`config.mk`:
```
export PLATFORM = sky130hd
export DESIGN_NAME = mux_nto1_rr_flat
export DESIGN_NICKNAME = d
export VERILOG_FILES = /design/src/rtl/mux_nto1_rr_if.sv /design/src/rtl/mux_nto1_rr.sv /design/src/flat_wrapper.sv
export SDC_FILE = /design/constraint.sdc
export NUM_CORES = 1
export LEC_CHECK = 0
export BUFFER_PORTS_ARGS = -buffer_cell sky130_fd_sc_hd__buf_2
export CORE_MARGIN = 2
export CORE_UTILIZATION = 44
export DETAILED_ROUTE_END_ITERATION = 8
export PLACE_DENSITY = 0.81
export SLEW_MARGIN = 20
export SYNTH_ARGS = -nofsm -noshare
export SYNTH_HDL_FRONTEND = slang
export SYNTH_SLANG_ARGS = --single-unit
```
`constraint.sdc`:
```
create_clock -name clk -period 2.59 [get_ports clk]
set_input_delay 0.259 -clock clk [delete_from_list [all_inputs] [get_ports clk]]
set_output_delay 0.259 -clock clk [all_outputs]
set_load 0.005 [all_outputs]
```
`src/rtl/mux_nto1_rr_if.sv`:
```
// mux_nto1_rr_if: select controls plus per-channel and output valid/ready handshake for mux_nto1_rr
//   slave  (mux side): en, mode, sel, in_data, in_valid, out_ready in; in_ready, out_data, out_ch, out_valid out
//   master (user side): the mirror of slave
interface mux_nto1_rr_if #(
  parameter int N_CH  = 4,
  parameter int WIDTH = 8
);
  localparam int SEL_W = $clog2(N_CH);
  logic                    en;
  logic                    mode;
  logic [SEL_W-1:0]        sel;
  logic [N_CH*WIDTH-1:0]   in_data;
  logic [N_CH-1:0]         in_valid;
  logic [N_CH-1:0]         in_ready;
  logic [WIDTH-1:0]        out_data;
  logic [SEL_W-1:0]        out_ch;
  logic                    out_valid;
  logic                    out_ready;
  modport slave (
    input  en, mode, sel, in_data, in_valid, out_ready,
    output in_ready, out_data, out_ch, out_valid
  );
  modport master (
    output en, mode, sel, in_data, in_valid, out_ready,
    input  in_ready, out_data, out_ch, out_valid
  );
endinterface

```
`src/rtl/mux_nto1_rr.sv`:
```
// mux_nto1_rr: N_CH x WIDTH registered mux, fixed-select or round-robin grant, valid/ready on every side
//   clk   rising-edge clock
//   rst_n asynchronous active-low reset
//   b     mux_nto1_rr_if.slave: select controls, channel inputs, registered output
module mux_nto1_rr #(
  parameter int N_CH  = 4,
  parameter int WIDTH = 8
) (
  input logic           clk,
  input logic           rst_n,
  mux_nto1_rr_if.slave  b
);
  localparam int SEL_W = $clog2(N_CH);
  logic [SEL_W-1:0] r_ptr, r_ch, w_rr_g, w_g;
  logic [WIDTH-1:0] r_data, w_data;
  logic             r_valid, w_rr_hit, w_fix_ok, w_gv, w_take;
  // Search starts just after the last granted channel and wraps back to it.
  always_comb begin
    w_rr_hit = 1'b0;
    w_rr_g   = '0;
    for (int k = 1; k <= N_CH; k++) begin
      logic [SEL_W-1:0] c;
      c = SEL_W'((int'(r_ptr) + k) % N_CH);
      if (!w_rr_hit && b.in_valid[c]) begin
        w_rr_hit = 1'b1;
        w_rr_g   = c;
      end
    end
  end
  // Out-of-range sel simply yields no grant.
  assign w_fix_ok   = (int'(b.sel) < N_CH) ? b.in_valid[b.sel] : 1'b0;
  assign w_gv       = b.mode ? w_rr_hit : w_fix_ok;
  assign w_g        = b.mode ? w_rr_g : b.sel;
  // rst_n gates ready so nothing is offered while reset is held.
  assign w_take     = rst_n & b.en & (!r_valid | b.out_ready) & w_gv;
  assign w_data     = WIDTH'(b.in_data >> (int'(w_g) * WIDTH));
  assign b.in_ready = w_take ? (N_CH'(1) << w_g) : '0;
  assign b.out_data = r_data;
  assign b.out_ch   = r_ch;
  assign b.out_valid = r_valid;
  always_ff @(posedge clk or negedge rst_n) begin
    if (!rst_n) begin
      r_valid <= 1'b0;
      r_data  <= '0;
      r_ch    <= '0;
      r_ptr   <= SEL_W'(N_CH - 1);
    end else if (w_take) begin
      r_valid <= 1'b1;
      r_data  <= w_data;
      r_ch    <= w_g;
      r_ptr   <= w_g;
    end else if (b.out_ready) begin
      r_valid <= 1'b0;
    end
  end
endmodule

```
`src/flat_wrapper.sv`:
```
// flat-port wrapper written by rule: the top's interface ports become plain ports
module mux_nto1_rr_flat 
#(
  parameter int N_CH  = 4,
  parameter int WIDTH = 8
)
  (clk, rst_n, b_en, b_mode, b_sel, b_in_data, b_in_valid, b_out_ready, b_in_ready, b_out_data, b_out_ch, b_out_valid);
  mux_nto1_rr_if #(.N_CH(N_CH), .WIDTH(WIDTH)) b_i ();
  input logic clk;
  input logic rst_n;
  input wire logic [$bits(b_i.en)-1:0] b_en;
  input wire logic [$bits(b_i.mode)-1:0] b_mode;
  input wire logic [$bits(b_i.sel)-1:0] b_sel;
  input wire logic [$bits(b_i.in_data)-1:0] b_in_data;
  input wire logic [$bits(b_i.in_valid)-1:0] b_in_valid;
  input wire logic [$bits(b_i.out_ready)-1:0] b_out_ready;
  output wire logic [$bits(b_i.in_ready)-1:0] b_in_ready;
  output wire logic [$bits(b_i.out_data)-1:0] b_out_data;
  output wire logic [$bits(b_i.out_ch)-1:0] b_out_ch;
  output wire logic [$bits(b_i.out_valid)-1:0] b_out_valid;
  assign b_i.en = b_en;
  assign b_i.mode = b_mode;
  assign b_i.sel = b_sel;
  assign b_i.in_data = b_in_data;
  assign b_i.in_valid = b_in_valid;
  assign b_i.out_ready = b_out_ready;
  assign b_in_ready = b_i.in_ready;
  assign b_out_data = b_i.out_data;
  assign b_out_ch = b_i.out_ch;
  assign b_out_valid = b_i.out_valid;
  mux_nto1_rr #(.N_CH(N_CH), .WIDTH(WIDTH)) u_core (.clk(clk), .rst_n(rst_n), .b(b_i));
endmodule
```
# == Word-level counts from Yosys, hierarchy flattened ==
# Index checks and enable logic that the tools add are counted.
# word_totals
ff_bits,13
inputBits,43
output_inout_bits,15
elab_cells,50
# op_classes
n_addsub,4
magnitude_cmp,5
shift,2
mux,23
n_bitwise,4
n_reduce_logical,8
# ops
operator,n
$shr A32 B5 Y8,1
$lt A2 B3 Y1 const B,5
$mux W1,12
$bmux W1 S2,5
$mux W2,5
$add A2 B1 Y2 const B,2
$add A2 B2 Y2 const B,2
$logic_not A1 Y1,4
$mux W4,1
$shl A1 B2 Y4 const A,1
$and A1 B1 Y1,3
$logic_and A1 B1 Y1,3
$reduce_bool A2 Y1,1
$or A1 B1 Y1,1

# == Depth between registers and ports, before layout ==
# Gate-level depths: netlist of run 1.
# depth
depth_word,16
mapped_depth,8
ltp_nobuf,6

# == Worst setup path after synthesis of run 1 ==
# Ideal clock, no wire load.
# synth_path
path_type,reg2out
from,register u_core.r_ptr[1]
to,output port b_in_ready[1]
arrival_ns,1.565
required_time_ns,2.331
slack_ns,0.766
stages_incl_launch_ff,8
n_path_buf,1
path_cell_list,dfstp_2 nand2_1 a21oi_1 o221ai_4 nor2_8 buf_6 nand2_1 nor2_1
# synth_between
elab_chain_len,16
elab_cells_between_ends,31
classes_between,add/sub: 4; shift: 1; mux: 19; bitwise: 1; reduce/logical: 6
# synth_rtl
element,line,source
"start, declared",mux_nto1_rr.sv:14,"logic [SEL_W-1:0] r_ptr, r_ch, w_rr_g, w_g;"
"start signal, assigned",mux_nto1_rr.sv:46,r_ptr <= SEL_W'(N_CH - 1);
"start signal, assigned",mux_nto1_rr.sv:51,r_ptr <= w_g;
$add A2 B1 Y2,mux_nto1_rr.sv:23,c = SEL_W'((int'(r_ptr) + k) % N_CH);
$bmux W1 S2,mux_nto1_rr.sv:24,if (!w_rr_hit && b.in_valid[c]) begin
$mux W1 (not written as such),mux_nto1_rr.sv:24,
$mux W1,mux_nto1_rr.sv:24,
$logic_not A1 Y1,mux_nto1_rr.sv:24,
$logic_and A1 B1 Y1,mux_nto1_rr.sv:24,
$mux W1,mux_nto1_rr.sv:24,
$logic_not A1 Y1,mux_nto1_rr.sv:24,
$logic_and A1 B1 Y1,mux_nto1_rr.sv:24,
$mux W1,mux_nto1_rr.sv:24,
$logic_not A1 Y1,mux_nto1_rr.sv:24,
$logic_and A1 B1 Y1,mux_nto1_rr.sv:24,
$mux W2 / $mux W1 (equally long branches),mux_nto1_rr.sv:24,
$mux W2 / $mux W1 (equally long branches),"mux_nto1_rr.sv:33, mux_nto1_rr.sv:32",
$shl A1 B2 Y4 / $and A1 B1 Y1 (equally long branches),"mux_nto1_rr.sv:37, mux_nto1_rr.sv:35",
$mux W4 *,mux_nto1_rr.sv:37,assign b.in_ready = w_take ? (N_CH'(1) << w_g) : '0;
"end, declared",flat_wrapper.sv:17,output wire logic [$bits(b_i.in_ready)-1:0] b_in_ready;
# Mark *: on every way between the ends. The rest lies on a longest branch, timed or not. The select of a mux whose other input is x is not followed.

# == Final worst setup path of run 1 ==
# layout_path
from,register u_core.r_ptr[1]
to,output port b_in_ready[3]
# Same word-level chain as after synthesis.

==> results.sh, run 1 <==
export IMPL_status="finished clean"
export IMPL_fin_area_um2=1460
export IMPL_finClkSkew_ns=0.00153
export IMPL_p_seq_share_pct=35.1
export IMPL_grt_overflow_total=0
export IMPL_hold_class="in -> reg"
export IMPL_multi_input_area_um2=663
export IMPL_grt_usage_pct=22.1
export IMPL_p_clk_share_pct=14.0
export IMPL_routed_via_density=5.60
export IMPL_swShare_pct=37.5
export IMPL_drt_initial_drc_count=13
export IMPL_crit_top_cell="nand2_1"
export IMPL_slowest_stage="dfstp_2"
export IMPL_syn_inst=109
export IMPL_dr_pass1_iters=4
export IMPL_comb_power_share_pct=50.9
export IMPL_met3_length_um=231
export IMPL_wl_met2_mm=1.45
export IMPL_cts_buffers_inserted=3
export IMPL_path_buf_inv=1
export IMPL_power_density_nw_per_um2=602
export IMPL_cp_start_kind="flop"
export IMPL_diodes=0
export IMPL_grt_pass1_vias=1027
export IMPL_syn_cell_area_um2=1050
export IMPL_ys_seq_elements=13
export IMPL_dieArea_um2=2780
export IMPL_cts_htree_levels=1
export IMPL_tightest_slew_ns=0.620
export IMPL_grt_max_degree=19
export IMPL_num_io_pins=58
export IMPL_path_clk_slew_ns=0.08
export IMPL_fin_setup_tns_ns=0
export IMPL_worstSetupPathType="reg -> out"
export IMPL_highest_layer="met4"
export IMPL_ff_latch_area_um2=328
export IMPL_whs_ns=0.272
export IMPL_core_area_um2=2230
export IMPL_drcViolationCount=0
export IMPL_final_util_pct=65.5
export IMPL_setup_viol_count_final=0
export IMPL_rsz0062_at_grt="false"
export IMPL_finalPower_uw=881
export IMPL_cts_sinks=13
export IMPL_cp_arrival_ns=2.10
export IMPL_antenna_found_initial=0
export IMPL_layout_min_cycle_time_ns=2.36
export IMPL_insertion_delay_ns=0.27
export IMPL_cpPeakStageDelay_ns=0.60
export IMPL_dieHeight_um=52.8
export IMPL_drive_above_1_share_pct=48.6
export IMPL_drv_cap=0
export IMPL_syn_num_nets=152
export IMPL_dpl_hpwl_mm=2.31
export IMPL_fmax_mhz=424
export IMPL_synth_warnings=0
export IMPL_gp_congestion=0.827
export IMPL_via_count=1160
export IMPL_wl_mm=2.92
export IMPL_fillerInstances=197
export IMPL_row_count=17
export IMPL_syn2layout_area_growth_pct=40.0
export IMPL_path_delay_family="flip-flops"
export IMPL_dpl_cell_area_um2=1340
export IMPL_synth_seq_area_share_pct=31.3
export IMPL_clock_tree_buffer_depth=2
export IMPL_clockRootBuffer="clkbuf_4"
export IMPL_start_util_pct=46.8
export IMPL_required_ns=2.33
export IMPL_critPathCaptureType="output port"
export IMPL_crit_chain="nand2_1 -> a21oi_1 -> o221ai_4 -> nor2_8 -> nand2_1 -> nor2_1 -> buf_2"
export IMPL_wl_per_cell_um=14.1
export IMPL_finalHoldViolations=0
export IMPL_grt_pass1_wl_mm=4.49
export IMPL_fin_nets=223
export IMPL_p_leak_uw=0.000680
export IMPL_tritoncts="done"
export IMPL_portBuffers=57
export IMPL_relSlewSlack_pct=58.7
export IMPL_period_share_pct=91.2
export IMPL_maxSlewViolCount=0
export IMPL_die_w_um=52.8
export IMPL_avgSynthCellArea_um2=9.60
export IMPL_cp_max_fo=18
export IMPL_yosysUniqueCellTypes=32
export IMPL_max_vdd_ir_drop_uv=391
export IMPL_wl_met1_mm=1.19
export IMPL_p_int_uw=551
export IMPL_antenna_left=0
export IMPL_power_switching_uw=330
[layout by cell type, fill, tap and decap left out, types with 2 or more instances in the layout]
cell and instances:
a211oi_1 14, a211oi_2 2, buf_2 57, buf_4 13, clkbuf_4 3, dfrtp_1 11
dfstp_2 2, inv_1 4, nand2_1 7, nand2b_1 4, nor2_1 5, o21a_1 18
o21ai_0 10, o21ai_1 3, o31ai_1 7
[power groups by stage]
stage	combinational, uW	clock [uW]	sequential, uW
2_1_floorplan	258	0	313
3_3_place_gp	381	0	311
3_5_place_dp	395	0	314
4_1_cts	397	125	310
5_1_grt	490	135	320
6_report	449	123	309
[timing repair]
item                       CTS  global route
hold buffers                 1             0
resized for setup            0             1
setup endpoints to repair    0             4
setup buffers                0            11
hold endpoints to repair    11             0
[routing by layer]
layer	track usage (%)	vias to the layer above
met5	0	-
met4	12.4	0
met3	3.43	5
met2	36.9	54
met1	26.9	536
li1	-	565
[worst min-delay path, cell delays in order]
cell and delay [ns]:
buf_2 0.08, nand2b_1 0.11, nand2_1 0.05
[cell usage after synthesis]
| master | count | area, um^2 |
|---|---|---|
| nand4_1 | 1 | 6.26 |
| inv_1 | 4 | 15.0 |
| and3_1 | 1 | 6.26 |
| o21ai_1 | 3 | 15.0 |
| nand2b_1 | 4 | 25.0 |
| a211oi_1 | 14 | 105 |
| o31ai_2 | 1 | 12.5 |
| a21oi_4 | 1 | 16.3 |
| buf_4 | 2 | 15.0 |
| o221ai_4 | 1 | 26.3 |
| mux4_2 | 1 | 22.5 |
| o31ai_1 | 7 | 52.6 |
| o21a_1 | 18 | 135 |
| nor2_1 | 5 | 18.8 |
| o21ai_0 | 10 | 50.1 |
| nand2_1 | 7 | 26.3 |
| a21boi_1 | 1 | 7.51 |
| nor2_8 | 1 | 20.0 |
| a21oi_1 | 1 | 5.00 |
| buf_6 | 2 | 22.5 |
| dfstp_2 | 2 | 52.6 |
| or4_4 | 1 | 11.3 |
| o32a_1 | 1 | 10.0 |
| clkbuf_1 | 1 | 3.75 |
| a21o_1 | 1 | 7.51 |
| o311ai_4 | 1 | 26.3 |
| dfrtp_1 | 11 | 275 |
| nor2_2 | 1 | 6.26 |
| nand3_1 | 1 | 5.00 |
| a211oi_2 | 2 | 25.0 |
| inv_2 | 1 | 3.75 |
| o32ai_2 | 1 | 16.3 |
[final cells by class]
cell class	count	area share (%)
timing repair buffer	71	26.8
tap	28	2.39
multi-input combinational	86	45.3
sequential	13	22.4
inverter	5	1.28
clock buffer	4	1.79
[path summary, 6_finish.rpt]
check	startpoint	end	slack [ns]	cells past startpoint
max in group asynchronous	rst_n	u_core.r_ptr[0]	1.90	2
min in group asynchronous	rst_n	u_core.b.out_data[1]	0.41	2
hold / removal	b_out_ready	u_core.b.out_valid	0.27	3
hold reg to reg	u_core.b.out_data[6]	u_core.b.out_data[6]	0.51	2
setup / recovery	u_core.r_ptr[1]	b_in_ready[3]	0.23	7
setup reg to reg	u_core.r_ptr[1]	u_core.b.out_data[6]	0.47	6
[per-stage QoR]
stage          setup slack (ns)  std cells
3_3_place_gp              0.538        191
5_1_grt                  0.0711        207
4_1_cts                   0.121        196
6_report                  0.229        207
3_5_place_dp              0.430        191
2_1_floorplan             0.766        109
[sequential cells by signal, summed over array words and instances, names as in the netlist]
register            cells
u_core.b.out_ch         2
u_core.b.out_data       8
u_core.b.out_valid      1
u_core.r_ptr            2
[kinds of logic (layout without fill, tap and decap cells)]
group | Yosys count | after routing | share of synthesized area (%)
simple gates | 22 | 22 | 12.0
mux | 1 | 1 | 2.15
compound gates | 63 | 63 | 48.8
buf+inv | 10 | 80 | 5.74
flops | 13 | 13 | 31.3
Power figures use the tool's default switching activity.
==> run 2: changes to the inputs <==
--- a/config.mk
+++ b/config.mk
@@ -6,7 +6,8 @@
 export NUM_CORES = 1
 export LEC_CHECK = 0
 export BUFFER_PORTS_ARGS = -buffer_cell sky130_fd_sc_hd__buf_2
-export CORE_MARGIN = 2
+export CAP_MARGIN = 5
+export CORE_MARGIN = 5
 export CORE_UTILIZATION = 44
 export DETAILED_ROUTE_END_ITERATION = 8
 export PLACE_DENSITY = 0.81
==> results.sh, run 2 (same netlist as run 1, synthesis figures left out) <==
export IMPL_insertion_delay_ns=0.28
export IMPL_wl_per_cell_um=15.4
export IMPL_max_vdd_ir_drop_uv=400
export IMPL_via_count=1124
export IMPL_tritoncts="done"
export IMPL_die_w_um=58.8
export IMPL_fin_setup_tns_ns=0
export IMPL_dp_slack_ns=0.433
export IMPL_status="finished clean"
export IMPL_dpl_hpwl_mm=2.47
export IMPL_grt_util_met2_pct=33.3
export IMPL_routed_via_density=5.48
export IMPL_dr_pass1_iters=4
export IMPL_power_density_nw_per_um2=602
export IMPL_fillerInstances=204
export IMPL_cp_start_kind="flop"
export IMPL_antenna_left=0
export IMPL_grt_pass1_vias=1157
export IMPL_tightest_slew_ns=0.635
export IMPL_fmax_mhz=420
export IMPL_final_common_cell="buf_2"
export IMPL_gp_congestion=0.883
export IMPL_required_ns=2.33
export IMPL_layout_min_cycle_time_ns=2.38
export IMPL_finClkSkew_ns=0.00370
export IMPL_drcViolationCount=0
export IMPL_rsz0062_at_grt="false"
export IMPL_portBuffers=57
export IMPL_row_count=17
export IMPL_clockRootBuffer="clkbuf_4"
export IMPL_diodes=0
export IMPL_cp_max_fo=18
export IMPL_start_util_pct=46.8
export IMPL_maxSlewViolCount=0
export IMPL_p_leak_uw=0.000672
export IMPL_antenna_found_initial=0
export IMPL_drive_above_1_share_pct=48.6
export IMPL_wl_mm=3.17
export IMPL_dieArea_um2=3450
export IMPL_grt_usage_pct=19.1
export IMPL_dieHeight_um=58.8
export IMPL_critPathCaptureType="output port"
export IMPL_grt_max_degree=19
export IMPL_grt_overflow_total=0
export IMPL_fin_nets=221
export IMPL_path_clk_slew_ns=0.08
export IMPL_finalWorstSetupSlack_ns=0.208
export IMPL_cp_arrival_ns=2.12
export IMPL_finalHoldViolations=0
export IMPL_syn2layout_area_growth_pct=38.2
export IMPL_grt_pass1_wl_mm=5.12
export IMPL_drv_cap=0
export IMPL_cts_buffers_inserted=3
export IMPL_whs_ns=0.246
export IMPL_grt_busiest_layer="met2"
export IMPL_period_share_pct=92.0
export IMPL_largest_reg_flops=8
export IMPL_cts_htree_levels=1
export IMPL_mostFrequentLayoutCells="buf_2, o21a_1, a211oi_1, buf_4, dfrtp_1"
export IMPL_grt_use_met1_pct=22.5
export IMPL_met3_usage_pct=5.26
export IMPL_cts_sinks=13
export IMPL_hold_class="in -> reg"
export IMPL_num_io_pins=58
export IMPL_reg2reg_slack_ns=0.46
export IMPL_drt_initial_drc_count=22
export IMPL_setup_viol_count_final=0
export IMPL_clock_tree_buffer_depth=2
export IMPL_core_area_um2=2230
export IMPL_relSlewSlack_pct=57.7
export IMPL_worstSetupPathType="reg -> out"
export IMPL_cts_resized=0
==> run 2: cell types whose count changed in the layout (fill, tap and decap cells not counted) <==
cell / change
nor2_4: -1
clkinv_2: +1
nor2_2: +1
buf_4: -2
clkbuf_1: -1
==> run 2: power breakdown <==
part / switching (uW) / internal, uW
clock: 67.6 / 57.2
combinational: 227 / 210
sequential: 38.5 / 269
total: 334 / 536
==> run 2: final cells by class <==
class / count / area (um^2) / area share, %
well taps: 28 / 35.0 / 2.42
clock buffers: 3 / 22.5 / 1.56
multi-input cells: 86 / 658 / 45.5
repair buffers: 69 / 378 / 26.1
clock inverters: 1 / 5.00 / 0.346
flip-flops and latches: 13 / 328 / 22.7
inverters: 5 / 18.8 / 1.30
==> run 2: worst max-delay path, cell delays in order, from the launching register on <==
cell and delay, ns:
dfstp_2 0.61, nand2_1 0.07, a21oi_1 0.24, o221ai_4 0.30, nor2_8 0.26, nand2_1 0.13
nor2_1 0.11, buf_2 0.13
==> run 2: worst paths after layout <==
path / startpoint / endpoint / depth (start not counted)
worst max-delay path: u_core.r_ptr[1] / b_in_ready[3] / 7
worst min-delay path: b_out_ready / u_core.b.out_valid / 3
worst max register to register: u_core.r_ptr[1] / u_core.b.out_data[2] / 6
worst min register to register: u_core.b.out_ch[1] / u_core.b.out_ch[1] / 1
max in group asynchronous: rst_n / u_core.r_ptr[1] / 2
min in group asynchronous: rst_n / u_core.b.out_data[3] / 2
==> run 2: per-layer routing <==
layer | routed length [um] | up-vias
li1 | - | 559
met1 | 1290 | 517
met2 | 1570 | 44
met4 | 41 | 0
met5 | 0 | -
met3 | 269 | 4
==> run 2: what timing repair did <==
item,4_1_cts,5_1_grt
setup buffers,0,9
hold buffers,1,0
setup endpoints to repair,0,4
endpoints found under the hold margin,11,0
==> run 2: per-stage QoR <==
stage | utilization, % | total power (uW) | cell area [um^2] | cells
finish | 64.7 | 869 | 1450 | 205
detailed placement | 60.0 | 710 | 1340 | 191
CTS | 61.7 | 837 | 1380 | 196
global route | 64.7 | 938 | 1450 | 205
global placement | 60.0 | 693 | 1340 | 191
floorplan | - | 571 | 1050 | 109
==> run 3: changes to the inputs <==
--- a/config.mk
+++ b/config.mk
@@ -7,9 +7,11 @@
 export LEC_CHECK = 0
 export BUFFER_PORTS_ARGS = -buffer_cell sky130_fd_sc_hd__buf_2
 export CAP_MARGIN = 5
+export CORE_ASPECT_RATIO = 0.75
 export CORE_MARGIN = 5
 export CORE_UTILIZATION = 44
 export DETAILED_ROUTE_END_ITERATION = 8
+export HOLD_SLACK_MARGIN = 0.08
 export PLACE_DENSITY = 0.81
 export SLEW_MARGIN = 20
 export SYNTH_ARGS = -nofsm -noshare
==> results.sh, run 3 (same netlist as run 1, synthesis figures left out) <==
export IMPL_via_count=1136
export IMPL_required_ns=2.33
export IMPL_die_w_um=66.3
export IMPL_path_clk_slew_ns=0.08
export IMPL_drt_initial_drc_count=60
export IMPL_syn2layout_area_growth_pct=35.9
export IMPL_antenna_found_initial=0
export IMPL_diodes=0
export IMPL_mostFrequentLayoutCells="buf_2, o21a_1, a211oi_1, dfrtp_1, o21ai_0"
export IMPL_grt_pass1_vias=1046
export IMPL_routed_via_density=5.49
export IMPL_dieHeight_um=52.2
export IMPL_row_count=15
export IMPL_finalPower_uw=845
export IMPL_cts_htree_levels=1
export IMPL_drive_above_1_share_pct=46.8
export IMPL_finClkSkew_ns=0.00362
export IMPL_relSlewSlack_pct=55.8
export IMPL_power_density_nw_per_um2=595
export IMPL_antenna_left=0
export IMPL_hold_class="in -> reg"
export IMPL_cts_resized=0
export IMPL_critPathCaptureType="output port"
export IMPL_largest_reg_flops=8
export IMPL_instances_no_fill=207
export IMPL_num_io_pins=58
export IMPL_cp_arrival_ns=2.04
export IMPL_clockRootBuffer="clkbuf_4"
export IMPL_cts_buffers_inserted=3
export IMPL_cp_max_fo=14
export IMPL_crit_chain="dlygate4sd3_1 -> buf_2 -> nand4_1 -> buf_4 -> nor2_2 -> o21ai_1 -> nor2_1 -> buf_2"
export IMPL_drv_cap=0
export IMPL_layout_min_cycle_time_ns=2.30
export IMPL_p_leak_uw=0.000650
export IMPL_fin_area_um2=1420
export IMPL_tritoncts="done"
export IMPL_period_share_pct=88.8
export IMPL_fillerInstances=212
export IMPL_dr_pass1_iters=6
export IMPL_final_common_cell="buf_2"
export IMPL_rsz0062_at_grt="false"
export IMPL_core_area_um2=2290
export IMPL_tightest_slew_ns=0.663
export IMPL_fmax_mhz=435
export IMPL_worstSetupPathType="in -> out"
export IMPL_cp_start_kind="input port"
export IMPL_drcViolationCount=0
export IMPL_grt_pass1_wl_mm=4.83
export IMPL_grt_overflow_total=0
export IMPL_fin_nets=217
export IMPL_cts_sinks=13
export IMPL_setup_viol_count_final=0
export IMPL_insertion_delay_ns=0.28
export IMPL_dp_cells=197
export IMPL_max_vdd_ir_drop_uv=274
export IMPL_grt_usage_pct=18.0
export IMPL_wl_mm=3.08
export IMPL_status="finished clean"
export IMPL_start_util_pct=45.7
export IMPL_wl_per_cell_um=14.9
export IMPL_cpPeakStageDelay_ns=0.52
export IMPL_crit_top_cell="buf_2"
export IMPL_finalHoldViolations=0
export IMPL_dpl_cell_area_um2=1350
export IMPL_portBuffers=57
export IMPL_dieArea_um2=3460
export IMPL_maxSlewViolCount=0
export IMPL_gp_congestion=0.806
export IMPL_grt_max_degree=19
export IMPL_slowest_stage="dlygate4sd3_1"
export IMPL_fin_setup_tns_ns=0
export IMPL_dpl_hpwl_mm=2.35
export IMPL_clock_tree_buffer_depth=2
-- run 3: cell types whose count changed in the layout (fill, tap and decap cells not counted), sizes merged --
| cell | before | now |
|---|---|---|
| clkbuf | 3 | 4 |
| buf | 68 | 64 |
| clkinv | 1 | 0 |
-- run 3: metrics by stage --
step                      util [%]  setup slack, ns  hold slack (ns)
after CTS                     60.4           0.0463            0.239
after global placement        58.9            0.529            0.167
final                         62.1            0.290            0.244
after detailed placement      58.9            0.468            0.169
after floorplan                  -            0.766          -0.0366
after global routing          62.1            0.114            0.244
-- run 3: worst paths after layout --
kind                               startpoint                   end  slack (ns)  cells past startpoint
max in group asynchronous               rst_n       u_core.r_ptr[1]        1.89                      2
hold reg to reg            u_core.b.out_valid    u_core.b.out_valid        0.50                      2
min in group asynchronous               rst_n  u_core.b.out_data[1]        0.40                      2
setup / recovery                        rst_n         b_in_ready[0]        0.29                      8
hold / removal                    b_out_ready    u_core.b.out_valid        0.24                      3
setup reg to reg              u_core.r_ptr[1]  u_core.b.out_data[0]        0.54                      6
-- run 3: repair_timing --
action | CTS | global route
hold endpoints to repair | 11 | 0
setup endpoints to repair | 0 | 4
hold buffers | 1 | 0
buffers inserted | 0 | 5
-- run 3: worst max-delay path: cells and delay by family --
family / cells / cell delay, ns
AO/OA/AOI/OAI: 1 / 0.15
AND/OR/NAND/NOR: 3 / 0.49
buffers and inverters: 4 / 1.14
-- run 3: final cells by class --
class | count | area [um^2] | area share, %
sequential | 13 | 328 | 23.1
inverter | 5 | 18.8 | 1.32
multi-input combinational | 86 | 658 | 46.3
clock buffer | 4 | 26.3 | 1.85
timing repair buffer | 65 | 348 | 24.5
tap | 34 | 42.5 | 2.99
-- run 3: layer usage --
metal  track usage (%)  wire (um)  share of wire (%)  up-vias
met5                 0          0                  0        -
met4              3.38         13               0.42        0
met2              29.0       1410                 46       43
li1                  -          -                  -      555
met3              5.58        264                8.6        2
met1              23.9       1390                 45      536
-- run 3: power by group --
part / total, uW / leakage [uW] / switching (uW) / internal [uW]
sequential: 305 / 0.000157 / 36.9 / 268
clock: 129 / 0.0000150 / 69.2 / 59.7
combinational: 411 / 0.000478 / 218 / 193
total: 845 / 0.000650 / 324 / 521
